===== src/rtl/vec_alu_issue_ctrl_if.sv =====
// Op request and result channels between the issue sequencer, its upstream
// source and writeback. DUT side uses the slave modport.
interface vec_alu_issue_ctrl_if #(
  parameter int LANES  = 4,
  parameter int DATA_W = 16
);
  // Valid/ready: a transfer happens on a rising edge where valid and ready are
  // both high; the source holds its payload stable while valid is high and
  // ready is low. Valid may be withdrawn before a transfer has happened.
  logic                    in_valid;
  logic                    in_ready;
  logic [2:0]              in_opcode;
  logic                    in_scalar;
  logic [LANES*DATA_W-1:0] in_a;
  logic [LANES*DATA_W-1:0] in_b;
  logic [LANES*DATA_W-1:0] in_c;

  logic                    out_valid;
  logic                    out_ready;
  logic [LANES*DATA_W-1:0] out_result;
  logic [3:0]              out_flags;

  modport master (
    output in_valid, in_opcode, in_scalar, in_a, in_b, in_c, out_ready,
    input  in_ready, out_valid, out_result, out_flags
  );

  modport slave (
    input  in_valid, in_opcode, in_scalar, in_a, in_b, in_c, out_ready,
    output in_ready, out_valid, out_result, out_flags
  );
endinterface


===== src/rtl/vec_alu_issue_ctrl.sv =====
// Vector ALU issue sequencer: time-multiplexes LANES operand lanes onto NUM_ALU
// ALUs, collects results and {V,N,Z,C} flags. Optional VEC_ISSUE_PERF_CNT_EN adds perf counters.
module vec_alu_issue_ctrl #(
  parameter int LANES   = 4,
  parameter int NUM_ALU = 1,
  parameter int DATA_W  = 16
) (
  input  logic                      clk,
  input  logic                      rst,
  vec_alu_issue_ctrl_if.slave       bus,
  output logic [NUM_ALU*DATA_W-1:0] alu_a,
  output logic [NUM_ALU*DATA_W-1:0] alu_b,
  output logic [NUM_ALU*DATA_W-1:0] alu_c,
  output logic [2:0]                alu_opcode,
  output logic                      alu_scalar,
  input  logic [NUM_ALU*DATA_W-1:0] alu_result,
  input  logic [NUM_ALU*4-1:0]      alu_flags,
`ifdef VEC_ISSUE_PERF_CNT_EN
  output logic [31:0]               perf_ops,
  output logic [31:0]               perf_ovf,
`endif
  output logic [1:0]                state_dbg
);

  localparam int BEATS  = LANES / NUM_ALU;
  localparam int BEAT_W = (BEATS > 1) ? $clog2(BEATS) : 1;
  localparam int W      = LANES * DATA_W;

  if ((LANES % NUM_ALU) != 0) begin : g_bad_cfg
    $error("vec_alu_issue_ctrl: NUM_ALU must divide LANES");
  end

  typedef enum logic [1:0] {
    IDLE  = 2'd0,
    ISSUE = 2'd1,
    DONE  = 2'd2
  } state_t;

  state_t              state;
  logic [BEAT_W-1:0]   beat;
  logic                primed;
  logic [W-1:0]        op_a, op_b, op_c;
  logic                acc_v, acc_n, acc_z, acc_c;

  logic [BEAT_W-1:0]   last_beat;
  logic [BEAT_W:0]     ld_beat;
  logic [NUM_ALU*DATA_W-1:0] ld_a, ld_b, ld_c;
  logic                nxt_v, nxt_n, nxt_z, nxt_c;
  logic                op_known;

  assign state_dbg = state;
  assign last_beat = alu_scalar ? '0 : BEAT_W'(BEATS - 1);
  assign op_known  = (alu_opcode == 3'b000) || (alu_opcode == 3'b001) ||
                     (alu_opcode == 3'b010) || (alu_opcode == 3'b111);

  // First ISSUE cycle only primes the ALU operand registers with beat 0;
  // each later cycle captures the current beat and primes the next one.
  always_comb begin
    int lane;
    lane    = 0;
    ld_a    = '0;
    ld_b    = '0;
    ld_c    = '0;
    ld_beat = primed ? ({1'b0, beat} + 1'b1) : '0;
    for (int j = 0; j < NUM_ALU; j++) begin
      lane = int'(ld_beat) * NUM_ALU + j;
      if ((ld_beat <= {1'b0, last_beat}) && (lane < LANES) && (!alu_scalar || j == 0)) begin
        ld_a[j*DATA_W +: DATA_W] = op_a[lane*DATA_W +: DATA_W];
        ld_b[j*DATA_W +: DATA_W] = op_b[lane*DATA_W +: DATA_W];
        ld_c[j*DATA_W +: DATA_W] = op_c[lane*DATA_W +: DATA_W];
      end
    end
  end

  // Flag accumulation for the beat on the ALU bus; only ALU0 counts for scalar ops.
  // Masking C with the opcode keeps an undriven mul carry out of the result.
  always_comb begin
    nxt_v = acc_v;
    nxt_n = acc_n;
    nxt_z = acc_z;
    nxt_c = acc_c;
    for (int j = 0; j < NUM_ALU; j++) begin
      if (!alu_scalar || j == 0) begin
        nxt_v = nxt_v | alu_flags[j*4+3];
        nxt_n = nxt_n | alu_flags[j*4+2];
        nxt_z = nxt_z & alu_flags[j*4+1];
        nxt_c = nxt_c | (alu_flags[j*4] & (alu_opcode != 3'b000));
      end
    end
  end

  always_ff @(posedge clk) begin
    if (rst) begin
      state          <= IDLE;
      beat           <= '0;
      primed         <= 1'b0;
      op_a           <= '0;
      op_b           <= '0;
      op_c           <= '0;
      acc_v          <= 1'b0;
      acc_n          <= 1'b0;
      acc_z          <= 1'b0;
      acc_c          <= 1'b0;
      alu_a          <= '0;
      alu_b          <= '0;
      alu_c          <= '0;
      alu_opcode     <= 3'b000;
      alu_scalar     <= 1'b0;
      bus.in_ready   <= 1'b1;
      bus.out_valid  <= 1'b0;
      bus.out_result <= '0;
      bus.out_flags  <= 4'b0000;
    end else begin
      case (state)
        IDLE: begin
          if (bus.in_valid) begin
            op_a           <= bus.in_a;
            op_b           <= bus.in_b;
            op_c           <= bus.in_c;
            alu_opcode     <= bus.in_opcode;
            alu_scalar     <= bus.in_scalar;
            bus.out_result <= '0;
            acc_v          <= 1'b0;
            acc_n          <= 1'b0;
            acc_z          <= 1'b1;
            acc_c          <= 1'b0;
            beat           <= '0;
            primed         <= 1'b0;
            bus.in_ready   <= 1'b0;
            state          <= ISSUE;
          end
        end
        ISSUE: begin
          alu_a <= ld_a;
          alu_b <= ld_b;
          alu_c <= ld_c;
          if (!primed) begin
            primed <= 1'b1;
          end else begin
            for (int j = 0; j < NUM_ALU; j++) begin
              if (!alu_scalar || j == 0) begin
                bus.out_result[(int'(beat)*NUM_ALU + j)*DATA_W +: DATA_W] <=
                  alu_result[j*DATA_W +: DATA_W];
              end
            end
            acc_v <= nxt_v;
            acc_n <= nxt_n;
            acc_z <= nxt_z;
            acc_c <= nxt_c;
            if (beat == last_beat) begin
              bus.out_flags <= op_known ? {nxt_v, nxt_n, nxt_z, nxt_c} : 4'b0010;
              bus.out_valid <= 1'b1;
              state         <= DONE;
            end else begin
              beat <= beat + 1'b1;
            end
          end
        end
        DONE: begin
          if (bus.out_ready) begin
            bus.out_valid <= 1'b0;
            bus.in_ready  <= 1'b1;
            state         <= IDLE;
          end
        end
        default: begin
          state         <= IDLE;
          bus.in_ready  <= 1'b1;
          bus.out_valid <= 1'b0;
        end
      endcase
    end
  end

`ifdef VEC_ISSUE_PERF_CNT_EN
  always_ff @(posedge clk) begin
    if (rst) begin
      perf_ops <= '0;
      perf_ovf <= '0;
    end else if (bus.out_valid && bus.out_ready) begin
      perf_ops <= perf_ops + 32'd1;
      if (bus.out_flags[3]) begin
        perf_ovf <= perf_ovf + 32'd1;
      end
    end
  end
`endif

endmodule


===== src/flat_wrapper.sv =====
// flat-port wrapper written by rule: the top's interface ports become plain ports
module vec_alu_issue_ctrl_flat 
#(
  parameter int LANES   = 4,
  parameter int NUM_ALU = 1,
  parameter int DATA_W  = 16
)
  (clk, rst, alu_a, alu_b, alu_c, alu_opcode, alu_scalar, alu_result, alu_flags, state_dbg, bus_in_valid, bus_in_opcode, bus_in_scalar, bus_in_a, bus_in_b, bus_in_c, bus_out_ready, bus_in_ready, bus_out_valid, bus_out_result, bus_out_flags);
  vec_alu_issue_ctrl_if #(.LANES(LANES), .DATA_W(DATA_W)) bus_i ();
  input  logic clk;
  input  logic rst;
  output logic [NUM_ALU*DATA_W-1:0] alu_a;
  output logic [NUM_ALU*DATA_W-1:0] alu_b;
  output logic [NUM_ALU*DATA_W-1:0] alu_c;
  output logic [2:0] alu_opcode;
  output logic alu_scalar;
  input  logic [NUM_ALU*DATA_W-1:0] alu_result;
  input  logic [NUM_ALU*4-1:0] alu_flags;
  output logic [1:0] state_dbg;
  input wire logic [$bits(bus_i.in_valid)-1:0] bus_in_valid;
  input wire logic [$bits(bus_i.in_opcode)-1:0] bus_in_opcode;
  input wire logic [$bits(bus_i.in_scalar)-1:0] bus_in_scalar;
  input wire logic [$bits(bus_i.in_a)-1:0] bus_in_a;
  input wire logic [$bits(bus_i.in_b)-1:0] bus_in_b;
  input wire logic [$bits(bus_i.in_c)-1:0] bus_in_c;
  input wire logic [$bits(bus_i.out_ready)-1:0] bus_out_ready;
  output wire logic [$bits(bus_i.in_ready)-1:0] bus_in_ready;
  output wire logic [$bits(bus_i.out_valid)-1:0] bus_out_valid;
  output wire logic [$bits(bus_i.out_result)-1:0] bus_out_result;
  output wire logic [$bits(bus_i.out_flags)-1:0] bus_out_flags;
  assign bus_i.in_valid = bus_in_valid;
  assign bus_i.in_opcode = bus_in_opcode;
  assign bus_i.in_scalar = bus_in_scalar;
  assign bus_i.in_a = bus_in_a;
  assign bus_i.in_b = bus_in_b;
  assign bus_i.in_c = bus_in_c;
  assign bus_i.out_ready = bus_out_ready;
  assign bus_in_ready = bus_i.in_ready;
  assign bus_out_valid = bus_i.out_valid;
  assign bus_out_result = bus_i.out_result;
  assign bus_out_flags = bus_i.out_flags;
  vec_alu_issue_ctrl #(.LANES(LANES), .NUM_ALU(NUM_ALU), .DATA_W(DATA_W)) u_core (.clk(clk), .rst(rst), .bus(bus_i), .alu_a(alu_a), .alu_b(alu_b), .alu_c(alu_c), .alu_opcode(alu_opcode), .alu_scalar(alu_scalar), .alu_result(alu_result), .alu_flags(alu_flags), .state_dbg(state_dbg));
endmodule

===== config.mk =====
export PLATFORM = sky130hd
export DESIGN_NAME = vec_alu_issue_ctrl_flat
export DESIGN_NICKNAME = d
export VERILOG_FILES = /design/src/rtl/vec_alu_issue_ctrl_if.sv /design/src/rtl/vec_alu_issue_ctrl.sv /design/src/flat_wrapper.sv
export SDC_FILE = /design/constraint.sdc
export NUM_CORES = 1
export LEC_CHECK = 0
export BUFFER_PORTS_ARGS = -buffer_cell sky130_fd_sc_hd__buf_4
export CAP_MARGIN = 20
export CORE_MARGIN = 5
export CORE_UTILIZATION = 30
export DETAILED_ROUTE_END_ITERATION = 16
export SLEW_MARGIN = 20
export SYNTH_ARGS = -nofsm -noshare
export SYNTH_HDL_FRONTEND = slang
export SYNTH_SLANG_ARGS = --single-unit
export TNS_END_PERCENT = 5

===== constraint.sdc =====
create_clock -name clk -period 3.66 [get_ports clk]
set_input_delay 0 -clock clk [delete_from_list [all_inputs] [get_ports clk]]
set_output_delay 0 -clock clk [all_outputs]
set_load 0.02 [all_outputs]

==> summary.txt <==
Placement
  • Post-Place Worst Slack: 796 ps
  • Final weighted congestion of routability-driven global placement: approximately 0.85
  • Placed Area: 15500 um2
  • Dpl hpwl: 30900 um
  • Count of port buffers added during placement: 343

Floorplan
  • Core outline area: 41000 um2
  • Starting density of the core: 0.304
  • Rows: 74
  • Die X-Extent: ~210 um
  • Number of placed I/O pins: 344
  • Die footprint: 45700 um2
  • Height of the chip: 214 um

Timing
  • Final cycle utilization of the critical path: 0.777
  • Relative slew slack: 0.263
  • Min setup slack post-route: between 800 and 900 ps
  • Shortest clock period the worst path allows after layout: around 2800 ps
  • Unrepaired setup endpoints after global routing: false
  • Max-slew violations: 0
  • Slew @ Worst Pin: 1100 ps
  • Worst clock skew on the final layout: approximately 20 ps
  • Maximum frequency from static timing analysis: 0.352 GHz
  • Setup tns final: 0 ps
  • Final hold viol count: 0
  • Final setup violation count: 0

Route
  • DR DRC count: 0
  • First-pass iteration count of the detailed router: 6
  • Number of vias after detailed routing: 12600
  • Final wirelength: roughly 47000 um
  • Post-DR vias/cell: ~4.9
  • Detailed-route wire length per cell: ~18 um
  • Number of DRC violations after detailed-routing iteration 0: ~990
  • ANT nets after route: 0

Clock tree
  • Clock edge transition at the registers on the reported setup and hold paths: roughly 60 ps
  • Worst-Skew Late Latency: about 520 ps
  • CTS HTree Levels: 2
  • Num CTS Buffers: 37
  • Buffers inserted during post-CTS setup optimization: 0
  • Sink Count: roughly 320
  • Maximum buffer depth of the clock tree: 3
  • Buffer type at the clock tree root: sky130_fd_sc_hd__clkbuf_16
  • CTS tree: built

Global route
  • GRT Resource Usage Total: 0.194
  • Total overflow reported by the global router: 0
  • Wire length of the first global-routing pass: approximately 70000 um
  • Largest net degree at the start of global routing: between 100 and 150
  • Antenna violations before repair: 0
  • Vias in the first global route: 12500

Synth
  • Seq/Total Area, Yosys: 0.519
  • Synthesized netlist net count: about 1700
  • Yosys reg bits: about 320
  • Proportion of synthesized flip-flops having asynchronous set or reset: 0
  • Area fraction of the dominant cell type after synthesis: 0.519
  • Synth Cell Area: ~12000 um2
  • Top area cells in the synthesized netlist: sky130_fd_sc_hd__dfxtp_1, sky130_fd_sc_hd__nand2_1, sky130_fd_sc_hd__a21oi_1
  • Per-instance average area after synthesis: roughly 8.3 um2
  • Number of distinct standard cells referenced by the synthesized netlist: between 40 and 50
  • Count of yosys warnings during synthesis: 0
  • Most used flip-flop cell after synthesis: sky130_fd_sc_hd__dfxtp_1
  • Mapped Cells: around 1500
  • Dominant cell type by area after synthesis: sky130_fd_sc_hd__dfxtp_1
  • Number of synthesized flops with an enable pin: 0

Final layout
  • Share of cells above drive strength 1: 0.245
  • Number of nets at the end of the flow: about 2200
  • Finished Cell Area: about 19000 um2
  • Layout overhead on the synthesized area: 51.8%

Power
  • Worst vdd ir: 289 uV
  • Total power density per cell area: 453 nW/um2
  • Leakage: between 0.007 and 0.008 uW

Worst setup path
  • Kind of launch point of the worst setup path: flop
  • Worst path required time: between 4000 and 5000 ps
  • Type of the worst setup path: flop to flop
  • Biggest cell delay along the critical path: around 510 ps
  • Type of destination of the critical path: flop
  • Critical path fanouts, max: 21
  • Number of cell instances on the worst register-to-register path: 10
  • Data arrival at the endpoint of the critical path: around 3300 ps
  • Critical-path top delay cell: sky130_fd_sc_hd__dfxtp_1
  • CP cell instances: inv_1 > ha_1 > nand2_1 > inv_1 > ha_1 > nor2b_1 > o21ai_0 > nand3_2 > buf_4 > o21ai_0

Job
  • Max-cap violations: 0

Min path
  • Classification of the worst-slack hold path: input port to flop
  • Hold Path Cell Cnt: 2

Run status
  • Status: complete, no violations
## placed cells by master, fill, tap and decap left out, types with 2 or more instances in the layout
master and n:
sky130_fd_sc_hd__a21oi_1 207, sky130_fd_sc_hd__a21oi_2 4, sky130_fd_sc_hd__a221oi_1 35, sky130_fd_sc_hd__a222oi_1 13
sky130_fd_sc_hd__a22oi_1 2, sky130_fd_sc_hd__a31o_2 48, sky130_fd_sc_hd__buf_12 5, sky130_fd_sc_hd__buf_4 360
sky130_fd_sc_hd__bufinv_16 4, sky130_fd_sc_hd__clkbuf_1 6, sky130_fd_sc_hd__clkbuf_16 37, sky130_fd_sc_hd__clkbuf_8 7
sky130_fd_sc_hd__clkinv_2 8, sky130_fd_sc_hd__dfxtp_1 322, sky130_fd_sc_hd__dlygate4sd3_1 218, sky130_fd_sc_hd__ha_1 7
sky130_fd_sc_hd__inv_1 4, sky130_fd_sc_hd__inv_6 2, sky130_fd_sc_hd__mux2_2 13, sky130_fd_sc_hd__mux2i_1 35
sky130_fd_sc_hd__nand2_1 470, sky130_fd_sc_hd__nand2b_1 4, sky130_fd_sc_hd__nand3_1 21, sky130_fd_sc_hd__nor2_1 45
sky130_fd_sc_hd__nor2_4 3, sky130_fd_sc_hd__nor2b_1 3, sky130_fd_sc_hd__nor3_1 2, sky130_fd_sc_hd__nor3b_1 48
sky130_fd_sc_hd__o21ai_0 69, sky130_fd_sc_hd__or3_1 4
## kinds of logic (layout without fill, tap and decap cells)
family / Yosys count / count (layout) / synth area share
adder cells (fa/ha/maj): 8 / 8 / 0.00783
other: 0 / 1 / 0
AO/OA/AOI/OAI: 385 / 385 / 0.187
buffers and inverters: 130 / 653 / 0.0405
AND/OR/NAND/NOR: 611 / 611 / 0.206
multiplexers: 48 / 48 / 0.0398
XOR/XNOR: 1 / 1 / 0.000702
flip-flops: 323 / 323 / 0.519
## layer usage
metal	vias to the layer above	wire, um	GRT usage
li1	6137	-	-
met4	0	1570	0.0713
met2	508	22100	0.326
met3	85	3450	0.0458
met1	5906	19900	0.243
met5	-	0	0
## through the flow
step / util / std cells / power [uW] / hold WS [ps]
5_1_grt: 0.461 / 2561 / 8900 / 260
2_1_floorplan: - / 1506 / 4270 / 130
3_3_place_gp: 0.379 / 2279 / 4700 / 250
4_1_cts: 0.461 / 2561 / 8650 / 217
6_report: 0.462 / 2562 / 8570 / 243
3_5_place_dp: 0.379 / 2279 / 4720 / 257
## report_power, final
part           internal (uW)  switching, uW
registers               3670           93.1
clock network           2260           1470
logic                    517            560
total                   6450           2120
## sequential cells by signal (all words and copies together) (netlist names), 2 cells and up
register,cells
u_core.alu_a,16
u_core.alu_b,16
u_core.alu_c,16
u_core.alu_opcode,3
u_core.beat,2
u_core.bus.out_flags,4
u_core.bus.out_result,64
u_core.op_a,64
u_core.op_b,64
u_core.op_c,64
u_core.state_dbg,2
## cells in the mapped netlist (2+ instances only)
cell type,count
sky130_fd_sc_hd__dfxtp_1,323
sky130_fd_sc_hd__nand2b_1,4
sky130_fd_sc_hd__mux2_2,13
sky130_fd_sc_hd__nand3_1,22
sky130_fd_sc_hd__nor3_1,2
sky130_fd_sc_hd__nor2_1,49
sky130_fd_sc_hd__buf_2,8
sky130_fd_sc_hd__a222oi_1,13
sky130_fd_sc_hd__or3_1,4
sky130_fd_sc_hd__a221oi_1,35
sky130_fd_sc_hd__mux2i_1,35
sky130_fd_sc_hd__ha_1,7
sky130_fd_sc_hd__inv_1,4
sky130_fd_sc_hd__clkbuf_1,111
sky130_fd_sc_hd__nor3b_1,48
sky130_fd_sc_hd__o21ai_0,70
sky130_fd_sc_hd__a21oi_1,211
sky130_fd_sc_hd__nand2_1,470
sky130_fd_sc_hd__nor2b_1,3
sky130_fd_sc_hd__a22oi_1,2
sky130_fd_sc_hd__a31o_2,48
sky130_fd_sc_hd__buf_1,5
## cell type report
class	count	area, um2
diodes	1	2.50
clock buffers	49	1030
clock inverters	15	186
fillers	3836	22100
inverters	5	18.8
multi-input cells	1053	5560
flip-flops and latches	323	6470
well taps	532	666
repair buffers	584	5000
## worst max-delay path, delay by kind of cell, from the launching register on
family	cells	cell delay (ps)
AND/OR/NAND/NOR	3	720
adder cells (fa/ha/maj)	2	590
AO/OA/AOI/OAI	2	370
flip-flops	1	510
buffers and inverters	3	580
## path summary, 6_finish.rpt
| path | from | endpoint | slack, ps |
|---|---|---|---|
| setup / recovery | u_core.beat[1] | u_core.alu_a[4] | 820 |
| setup reg to reg | u_core.beat[1] | u_core.alu_a[4] | 820 |
| hold / removal | rst | u_core.acc_n | 240 |
| hold reg to reg | u_core.op_b[57] | u_core.op_b[57] | 450 |
## what timing repair did
| item | CTS | global route |
|---|---|---|
| hold buffers | 218 | 0 |
| setup endpoints to repair | 0 | 0 |
| endpoints found under the hold margin | 273 | 0 |
| resized for setup | 0 | 0 |
Power figures use the tool's default switching activity.
